--- src/rtl/sfp_acc_pipe.sv ---
// Two-stage special-function pipeline: saturating PSUM accumulate (S1), then optional
// ReLU plus arithmetic right shift (S2), with valid/ready flow control and a tile-last marker.
module sfp_acc_pipe #(
  parameter int BW  = 16,
  parameter int COL = 8,
  parameter int SW  = 4,
  parameter int CW  = 8
) (
  input  logic              clk,
  input  logic              reset,
  input  logic              in_valid_i,
  output logic              in_ready_o,
  input  logic [BW*COL-1:0] in_i,
  input  logic [BW*COL-1:0] in_pmem_i,
  input  logic              en_relu_i,
  input  logic [SW-1:0]     shift_i,
  input  logic [CW-1:0]     len_i,
  output logic              out_valid_o,
  input  logic              out_ready_i,
  output logic [BW*COL-1:0] out_o,
  output logic [COL-1:0]    out_sat_o,
  output logic              out_last_o
);

  logic                  stall;
  logic                  emit;

  logic                  s1_valid_q;
  logic [BW*COL-1:0]     s1_sum_q, s1_sum_d;
  logic [COL-1:0]        s1_sat_q, s1_sat_d;
  logic                  s1_relu_q;
  logic [SW-1:0]         s1_shift_q;
  logic [COL-1:0][BW:0]  wide_sum;

  logic                  out_valid_q;
  logic [BW*COL-1:0]     out_q, out_d;
  logic [COL-1:0]        out_sat_q;
  logic                  out_last_q, out_last_d;

  logic [CW-1:0]         cnt_q, cnt_d;
  logic [CW-1:0]         len_m1;

  // The whole pipeline freezes while the held output is refused downstream.
  assign stall      = out_valid_q & ~out_ready_i;
  assign emit       = out_valid_q & out_ready_i;
  assign in_ready_o = ~stall;

  // len=0 wraps to all-ones, which is exactly 2^CW-1.
  assign len_m1 = len_i - CW'(1);

  // NOTE: every combinational output gets a default first so no path can infer a latch.
  always_comb begin
    wide_sum = '0;
    s1_sum_d = '0;
    s1_sat_d = '0;
    for (int c = 0; c < COL; c++) begin
      wide_sum[c] = {in_i[BW*c+BW-1], in_i[BW*c +: BW]}
                  + {in_pmem_i[BW*c+BW-1], in_pmem_i[BW*c +: BW]};
      // Overflow shows as the two top bits of the BW+1 bit sum disagreeing.
      s1_sat_d[c] = wide_sum[c][BW] ^ wide_sum[c][BW-1];
      s1_sum_d[BW*c +: BW] = s1_sat_d[c] ? {wide_sum[c][BW], {(BW-1){~wide_sum[c][BW]}}}
                                         : wide_sum[c][BW-1:0];
    end
  end

  always_comb begin
    out_d = '0;
    for (int c = 0; c < COL; c++) begin
      if (!s1_relu_q)
        out_d[BW*c +: BW] = s1_sum_q[BW*c +: BW];
      else if (s1_sum_q[BW*c+BW-1])
        out_d[BW*c +: BW] = '0;
      else
        out_d[BW*c +: BW] = s1_sum_q[BW*c +: BW] >> s1_shift_q;
    end
  end

  // The word entering S2 is numbered after the one leaving it in the same cycle.
  always_comb begin
    cnt_d = cnt_q;
    if (emit)
      cnt_d = (cnt_q == len_m1) ? '0 : cnt_q + CW'(1);
    out_last_d = (cnt_d == len_m1);
  end

  // NOTE: sequential state uses non-blocking assignments so every register samples pre-edge values.
  always_ff @(posedge clk or posedge reset) begin
    if (reset) begin
      s1_valid_q  <= 1'b0;
      s1_sum_q    <= '0;
      s1_sat_q    <= '0;
      s1_relu_q   <= 1'b0;
      s1_shift_q  <= '0;
      out_valid_q <= 1'b0;
      out_q       <= '0;
      out_sat_q   <= '0;
      out_last_q  <= 1'b0;
      cnt_q       <= '0;
    end else begin
      cnt_q <= cnt_d;
      if (!stall) begin
        s1_valid_q  <= in_valid_i;
        out_valid_q <= s1_valid_q;
        if (in_valid_i) begin
          s1_sum_q   <= s1_sum_d;
          s1_sat_q   <= s1_sat_d;
          s1_relu_q  <= en_relu_i;
          s1_shift_q <= shift_i;
        end
        if (s1_valid_q) begin
          out_q      <= out_d;
          out_sat_q  <= s1_sat_q;
          out_last_q <= out_last_d;
        end
      end
    end
  end

  assign out_valid_o = out_valid_q;
  assign out_o       = out_q;
  assign out_sat_o   = out_sat_q;
  assign out_last_o  = out_last_q;

endmodule

--- config.mk ---
export PLATFORM = sky130hd
export DESIGN_NAME = sfp_acc_pipe
export DESIGN_NICKNAME = d
export VERILOG_FILES = /design/src/rtl/sfp_acc_pipe.sv
export SDC_FILE = /design/constraint.sdc
export NUM_CORES = 1
export LEC_CHECK = 0
export BUFFER_PORTS_ARGS = -buffer_cell sky130_fd_sc_hd__buf_2
export CAP_MARGIN = 10
export CORE_MARGIN = 2
export CORE_UTILIZATION = 63
export CTS_BUF_LIST = sky130_fd_sc_hd__clkbuf_8
export CTS_CLUSTER_DIAMETER = 50
export DETAILED_ROUTE_END_ITERATION = 10
export HOLD_SLACK_MARGIN = 0.1
export PLACE_DENSITY = 0.94
export SYNTH_ARGS = -nofsm -noshare
export SYNTH_HDL_FRONTEND = slang
export SYNTH_SLANG_ARGS = --single-unit
export TNS_END_PERCENT = 30
--- constraint.sdc ---
create_clock -name clk -period 26.4 [get_ports clk]
set_clock_uncertainty 0.2 [all_clocks]
set_input_delay 2.64 -clock clk [delete_from_list [all_inputs] [get_ports clk]]
set_output_delay 2.64 -clock clk [all_outputs]
set_load 0.02 [all_outputs]
==> reports/metrics.cfg, run 1 <==
[synth]
synth_edf_count = 0
synth-seq-cells = 288
ys_seq_area_share_pct = 31.7
synth_area_mm2 = 0.0227
syn_area_per_cell_um2 = 8.39
synth.top_cell.area_share_pct = 31.7
ys_types = 93
synth_cells = 2706
synth_ff_type = dfrtp_1
yosysWarnings = 0
synth_top_cell_by_area = dfrtp_1
synthTopCellsByCount = nand2_1, dfrtp_1, o21ai_0
synth_most_common_cell = nand2_1
synthTopCellsByArea = dfrtp_1, ha_1, nand2_1, o21ai_0, mux2i_1
mappedNetlistNets = 3117
ys_async_sr_fraction_pct = 100

[global_routing]
grt_first_pass_wirelength_mm = 109
grt_pass1_vias = 21600
grtUsageTotal_pct = 35.1
antenna_found_initial = 0
gr-total-overflow = 0
grt_max_degree = 152

[cts]
clock-sinks = 288
cts_resized = 0
insertion_delay_ns = 0.59
cts_hold_buf = 0
clk_pin_slew_worst_paths_ns = 0.06
cts_setup_buffers = 0
cts_buffer_depth = 3
cts_tree = done
htreeDepth = 2
numCtsBuffers = 49
cts_root_buf = clkbuf_8

[route]
wirelength_mm = 68.3
drt_iter0_drc = 1977
ant_nets = 0
viasPerCell = 6.31
vias = 22100
drt_first_pass_iters = 7
routedWlPerCell_um = 19.5
drc_errors = 0

[finish]
nets = 3423
postLayoutCellArea_mm2 = 0.0257
diodes = 0
area_growth_pct = 13.3
drive_gt1_share_pct = 19.8
fill_cells = 2740

[timing]
tightest_slew_ns = 1.11
max-slew-margin-rel_pct = 25.5
post-route-period-util_pct = 23.4
hold_viol = 0
setup_viol = 0
fmax_ghz = 0.162
rsz0062_at_grt = false
slew_viol_final = 0
holdWs_ns = 0.268
min_period_ns = 6.17
fin_setup_tns_ns = 0

[floorplan]
rows = 69
num_io_pins = 412
die_w_um = 194
die_area_mm2 = 0.0376
start_util_pct = 63.9
die_y_um = 194
core-area_mm2 = 0.0356

[worst_setup_path]
cp_num_buf_inv = 2
cp_top_family = buffers and inverters
cp_max_fo = 7
crit_chain = buf_2 > nand2b_1 > buf_2
worstPathRequired_ns = 23.56
worst_path_largest_cell_delay_ns = 0.34
start_kind = primary input
cp-end-kind = primary output
cp_slowest_cell = nand2b_1
worstSetupPathType = primary input to primary output
cpMostUsedCell = buf_2
cp.arrival_ns = 3.33

[placed_design]
finalWeightedCongestion = 0.913
hpwl_mm = 49.2
place_area_mm2 = 0.0248
io_buffer_count = 411

[power]
peakVddDrop_uv = 57.6
power_leakage_nw = 12.0
power_density_mw_per_mm2 = 82.0

[run_status]
status = completed

[job]
maxCapViolations = 0

[worst_hold_path]
holdCritPathClass = register to register

-- power breakdown --
| part | total, W | internal (W) | switching, W |
|---|---|---|---|
| Sequential | 0.000748 | 0.000586 | 0.000162 |
| Clock | 0.000398 | 0.000213 | 0.000185 |
| Combinational | 0.000964 | 0.000371 | 0.000593 |
| Total | 0.00211 | 0.00117 | 0.000940 |
-- metal layers --
layer | GRT usage, % | wire, um
met5 | 0 | 0
met4 | 13.9 | 2580
met2 | 58.6 | 32700
met1 | 44.9 | 27300
met3 | 6.98 | 5750
-- tightest hold or removal path, stage by stage, from the launching register on --
cell and delay, ns:
dfrtp_1 0.34, nand2_1 0.05, nand2_1 0.05
-- stage by stage --
| step | util, % | instances | worst slack [ns] | total power, W |
|---|---|---|---|---|
| 4_1_cts | 72.3 | 3504 | 20.23 | 0.00209 |
| 2_1_floorplan | - | 2706 | 15.61 | 0.00138 |
| 6_report | 72.4 | 3505 | 20.23 | 0.00211 |
| 3_3_place_gp | 69.6 | 3421 | 20.25 | 0.00165 |
| 5_1_grt | 72.4 | 3505 | 20.20 | 0.00224 |
| 3_5_place_dp | 69.6 | 3421 | 20.24 | 0.00169 |
-- cells by family (layout without fill, tap and decap cells) --
kind of cell	Yosys count	count (layout)	synth area share [%]
and+or+nand+nor	879	879	16.9
buffers and inverters	226	564	4.11
adders and majority gates	223	223	11.6
muxes	155	155	7.79
xor gates and xnor gates	128	128	5.28
AOI/OAI and AO/OA	807	807	22.5
DFF	288	288	31.7
-- state kept, by name (all words and copies together) (netlist names) --
| signal | count |
|---|---|
| out_o | 128 |
| s1_relu_q | 1 |
| s1_sat_q | 8 |
| out_last_o | 1 |
| s1_sum_q | 128 |
| s1_shift_q | 4 |
| cnt_q | 8 |
| out_valid_o | 1 |
| s1_valid_q | 1 |
| out_sat_o | 8 |
-- final timing paths --
check	startpoint	to	slack [ns]	depth (start not counted)
min reg2reg	out_o[94]	out_o[94]	0.27	2
max	out_ready_i	in_ready_o	20.23	3
min in group asynchronous	reset	out_o[34]	2.08	2
min	out_o[94]	out_o[94]	0.27	2
max in group asynchronous	reset	s1_sum_q[104]	22.22	3
max reg2reg	s1_shift_q[0]	out_o[33]	22.52	9
-- cell type report --
class,instances,area (um2),share of cell area (%)
clock buffer,60,826,3.21
clock inverter,23,125,0.486
inverter,53,210,0.817
multi-input combinational,2192,14600,56.7
sequential,288,7220,28.0
tap,461,577,2.24
timing repair buffer,428,2190,8.51
-- placed cells by master (no fill, tap or decap), types with 11 or more instances in the layout --
| cell | synthesis | routed |
|---|---|---|
| ha_1 | 130 | 130 |
| mux2_2 | 25 | 25 |
| xor2_1 | 60 | 60 |
| nand2b_1 | 11 | 11 |
| buf_2 | 26 | 411 |
| a221oi_1 | 36 | 36 |
| nand2_1 | 429 | 427 |
| a21oi_1 | 207 | 207 |
| and2_1 | 17 | 15 |
| a222oi_1 | 23 | 23 |
| o32ai_1 | 22 | 22 |
| nor3b_1 | 12 | 12 |
| o21bai_1 | 19 | 19 |
| inv_1 | 51 | 65 |
| a31oi_1 | 15 | 15 |
| nor3_1 | 52 | 52 |
| o21a_1 | 11 | 11 |
| xnor2_1 | 61 | 61 |
| o21ai_1 | 68 | 68 |
| buf_4 | 2 | 16 |
| maj3_1 | 85 | 85 |
| mux2i_1 | 115 | 115 |
| o21ai_0 | 247 | 247 |
| nor2_1 | 224 | 223 |
| dfrtp_1 | 288 | 285 |
| nor2b_1 | 35 | 35 |
| or2_2 | 15 | 15 |
| and3_1 | 11 | 11 |
| a211oi_1 | 45 | 45 |
| mux4_2 | 15 | 15 |
| a21o_1 | 28 | 28 |
| clkbuf_8 | 0 | 61 |
| nand3_1 | 39 | 39 |
Note: power is estimated with default switching activity, not from simulation.
==> inputs of run 2 (changes only) <==
--- a/config.mk
+++ b/config.mk
@@ -8,12 +8,12 @@
 export BUFFER_PORTS_ARGS = -buffer_cell sky130_fd_sc_hd__buf_2
 export CAP_MARGIN = 10
 export CORE_MARGIN = 2
-export CORE_UTILIZATION = 63
+export CORE_UTILIZATION = 53
 export CTS_BUF_LIST = sky130_fd_sc_hd__clkbuf_8
 export CTS_CLUSTER_DIAMETER = 50
 export DETAILED_ROUTE_END_ITERATION = 10
 export HOLD_SLACK_MARGIN = 0.1
-export PLACE_DENSITY = 0.94
+export PLACE_DENSITY = 0.84
 export SYNTH_ARGS = -nofsm -noshare
 export SYNTH_HDL_FRONTEND = slang
 export SYNTH_SLANG_ARGS = --single-unit
==> constraint.sdc (replaced) <==
create_clock -name clk -period 5.15 [get_ports clk]
set_clock_uncertainty 0.2 [all_clocks]
set_input_delay 0.515 -clock clk [delete_from_list [all_inputs] [get_ports clk]]
set_output_delay 0.515 -clock clk [all_outputs]
set_load 0.02 [all_outputs]
==> run 2 against run 1 <==
Compared with the run above:
- flip-flop and latch count unchanged
- via count down 0.85%
- worst setup slack worse by 19 ns
- critical path depth up 4
- largest power group unchanged
- power rose to 5.3 times the previous value
- register-to-register slack worse by 21 ns
- final area up 1.6%
==> reports/metrics.cfg, run 2 (synthesis results as in run 1) <==
[worst_setup_path]
start_kind = register  ; was primary input
worstSetupPathType = register to register  ; was primary input to primary output
cp_slowest_cell = dfrtp_4  ; was nand2b_1
cp_top_family = flip-flops  ; was buffers and inverters
cp_max_fo = 71  ; was 7
cpMostUsedCell = mux2_2  ; was buf_2
rrSetupSlack_ns = 1.67  ; was 22.52 ns
cp.arrival_ns = 3.73  ; was 3.33 ns
crit_chain = buf_4 > mux2_2 > nor2_1 > a21oi_1 > mux2_2 > a222oi_1 > o21ai_0  ; was buf_2 > nand2b_1 > buf_2
worstPathRequired_ns = 5.40  ; was 23.56 ns
cp_num_buf_inv = 1  ; was 2
cp-end-kind = register  ; was primary output
worst_path_largest_cell_delay_ns = 1.09  ; was 0.34 ns

[route]
drt_iter0_drc = 1611  ; was 1,977
ant_nets = 0  ; unchanged
wl_met1_mm = 29.4  ; was 27.3 mm
drt_first_pass_iters = 8  ; was 7
wirelength_mm = 68.9  ; was 68.3 mm
drc_errors = 0  ; unchanged
routed.top_layer = met4  ; unchanged
vias = 21900  ; was 22,100
routedWlPerCell_um = 19.1  ; was 19.5 um
route.met2.wl_mm = 32.2  ; was 32.7 mm
wl_met3_mm = 4.94  ; was 5.75 mm
viasPerCell = 6.08  ; was 6.31

[global_routing]
antenna_found_initial = 1  ; was 0
gr-total-overflow = 0  ; unchanged
grtUsageTotal_pct = 30.5  ; was 35.1%
grt_max_degree = 162  ; was 152
grt_first_pass_wirelength_mm = 110  ; was 109 mm
grt_pass1_vias = 21600  ; about the same

[placed_design]
hpwl_mm = 49.9  ; was 49.2 mm
finalWeightedCongestion = 0.949  ; was 0.913
place_area_mm2 = 0.0249  ; was 0.0248 mm2
io_buffer_count = 411  ; unchanged

[floorplan]
core-area_mm2 = 0.0421  ; was 0.0356 mm2
die_y_um = 211  ; was 194 um
die_area_mm2 = 0.0445  ; was 0.0376 mm2
start_util_pct = 53.9  ; was 63.9%
rows = 75  ; was 69
die_w_um = 211  ; was 194 um
num_io_pins = 412  ; unchanged

[finish]
ff_latch_area_mm2 = 0.00722  ; unchanged
nets = 3436  ; was 3,423
multiInputGateArea_mm2 = 0.0146  ; unchanged
fill_cells = 3691  ; was 2,740
area_growth_pct = 15.2  ; was 13.3%
drive_gt1_share_pct = 20.5  ; was 19.8%
postLayoutCellArea_mm2 = 0.0262  ; was 0.0257 mm2
mostFrequentLayoutCells = nand2_1, buf_2, dfrtp_1, o21ai_0, nor2_1  ; unchanged
final_common_cell = nand2_1  ; unchanged

[power]
seqPwrFrac_pct = 34.1  ; was 35.5%
internal-power_w = 0.00629  ; was 0.00117 W
power_frac_clock_pct = 21.4  ; was 18.8%
peakVddDrop_uv = 156  ; was 57.6 uV
p_sw_share_pct = 43.6  ; was 44.5%
power_density_mw_per_mm2 = 427  ; was 82.0 mW/mm2
p_switching_w = 0.00486  ; was 0.000940 W
power_leakage_nw = 12.2  ; was 12.0 nW
combPwrFrac_pct = 44.5  ; was 45.7%

[cts]
insertion_delay_ns = 0.62  ; was 0.59 ns
clk_pin_slew_worst_paths_ns = 0.06  ; about the same
clock-sinks = 288  ; unchanged
htreeDepth = 2  ; unchanged
cts_tree = done  ; unchanged
cts_root_buf = clkbuf_8  ; unchanged
numCtsBuffers = 50  ; was 49
cts_buffer_depth = 3  ; unchanged

[run_status]
status = completed  ; unchanged

[timing]
post-route-period-util_pct = 67.5
hold_viol = 0  ; unchanged
fin_setup_tns_ns = 0  ; unchanged
rsz0062_at_grt = false  ; unchanged
tightest_slew_ns = 1.17  ; was 1.11 ns
max-slew-margin-rel_pct = 21.9  ; was 25.5%
min_period_ns = 3.48
slew_viol_final = 0  ; unchanged
setup_viol = 0  ; unchanged
fmax_ghz = 0.288

[job]
maxCapViolations = 0  ; unchanged

[worst_hold_path]
holdCritPathClass = primary input to register  ; was register to register

-- run 2: cell count changes in the layout (fill, tap and decap cells not counted), sizes merged --
cell / before / now
buf: 427 / 433
bufinv: 1 / 4
clkbuf: 61 / 68
clkinv: 5 / 13
diode: 0 / 1
dlygate4sd3: 0 / 7
inv: 68 / 58
-- run 2: timing repair --
item	4_1_cts	5_1_grt
resized for setup	0	0
hold buffers	7	0
hold endpoints to repair	33	0
setup buffers	0	0
-- run 2: power by group through the flow --
stage / Combinational, W / Sequential [W] / Clock [W]
6_report: 0.00496 / 0.00381 / 0.00239
5_1_grt: 0.00544 / 0.00388 / 0.00252
4_1_cts: 0.00493 / 0.00378 / 0.00242
3_5_place_dp: 0.00490 / 0.00381 / 0
3_3_place_gp: 0.00478 / 0.00378 / 0
2_1_floorplan: 0.00307 / 0.00401 / 0
-- run 2: worst paths after layout --
kind	startpoint	end	cells past startpoint
worst max-delay path	s1_shift_q[1]	out_o[20]	7
worst min-delay path	len_i[0]	out_last_o	3
worst max register to register	s1_shift_q[1]	out_o[20]	7
worst min register to register	s1_sat_q[1]	out_sat_o[1]	2
max in group asynchronous	reset	s1_sum_q[103]	4
min in group asynchronous	reset	out_o[35]	3
-- run 2: layer usage --
metal	GRT usage, %	up-vias
li1	-	10400
met1	40.2	10500
met2	50.6	886
met3	4.79	158
met4	11.6	0
met5	0	-
-- run 2: worst min-delay path: stages --
cell and delay [ns]:
buf_2 0.18, xnor2_1 0.14, o31ai_1 0.07
-- run 2: final cells by class --
type                       count  area share (%)
inverter                      53           0.789
multi-input combinational   2192            55.8
timing repair buffer         440            8.86
sequential                   288            27.6
clock inverter                24           0.818
clock buffer                  68            3.58
tap                          539            2.58
antenna                        1         0.00957
-- run 2: per-stage QoR --
stage	total power (W)	setup WS, ns	hold slack, ns	std cells	util (%)
5_1_grt	0.0119	1.53	0.134	3605	62.1
4_1_cts	0.0111	1.72	0.102	3604	62.1
6_report	0.0112	1.67	0.136	3605	62.1
3_5_place_dp	0.00871	1.26	0.260	3505	59.2
2_1_floorplan	0.00708	0.616	0.239	2706	-
3_3_place_gp	0.00856	1.41	0.253	3505	59.2
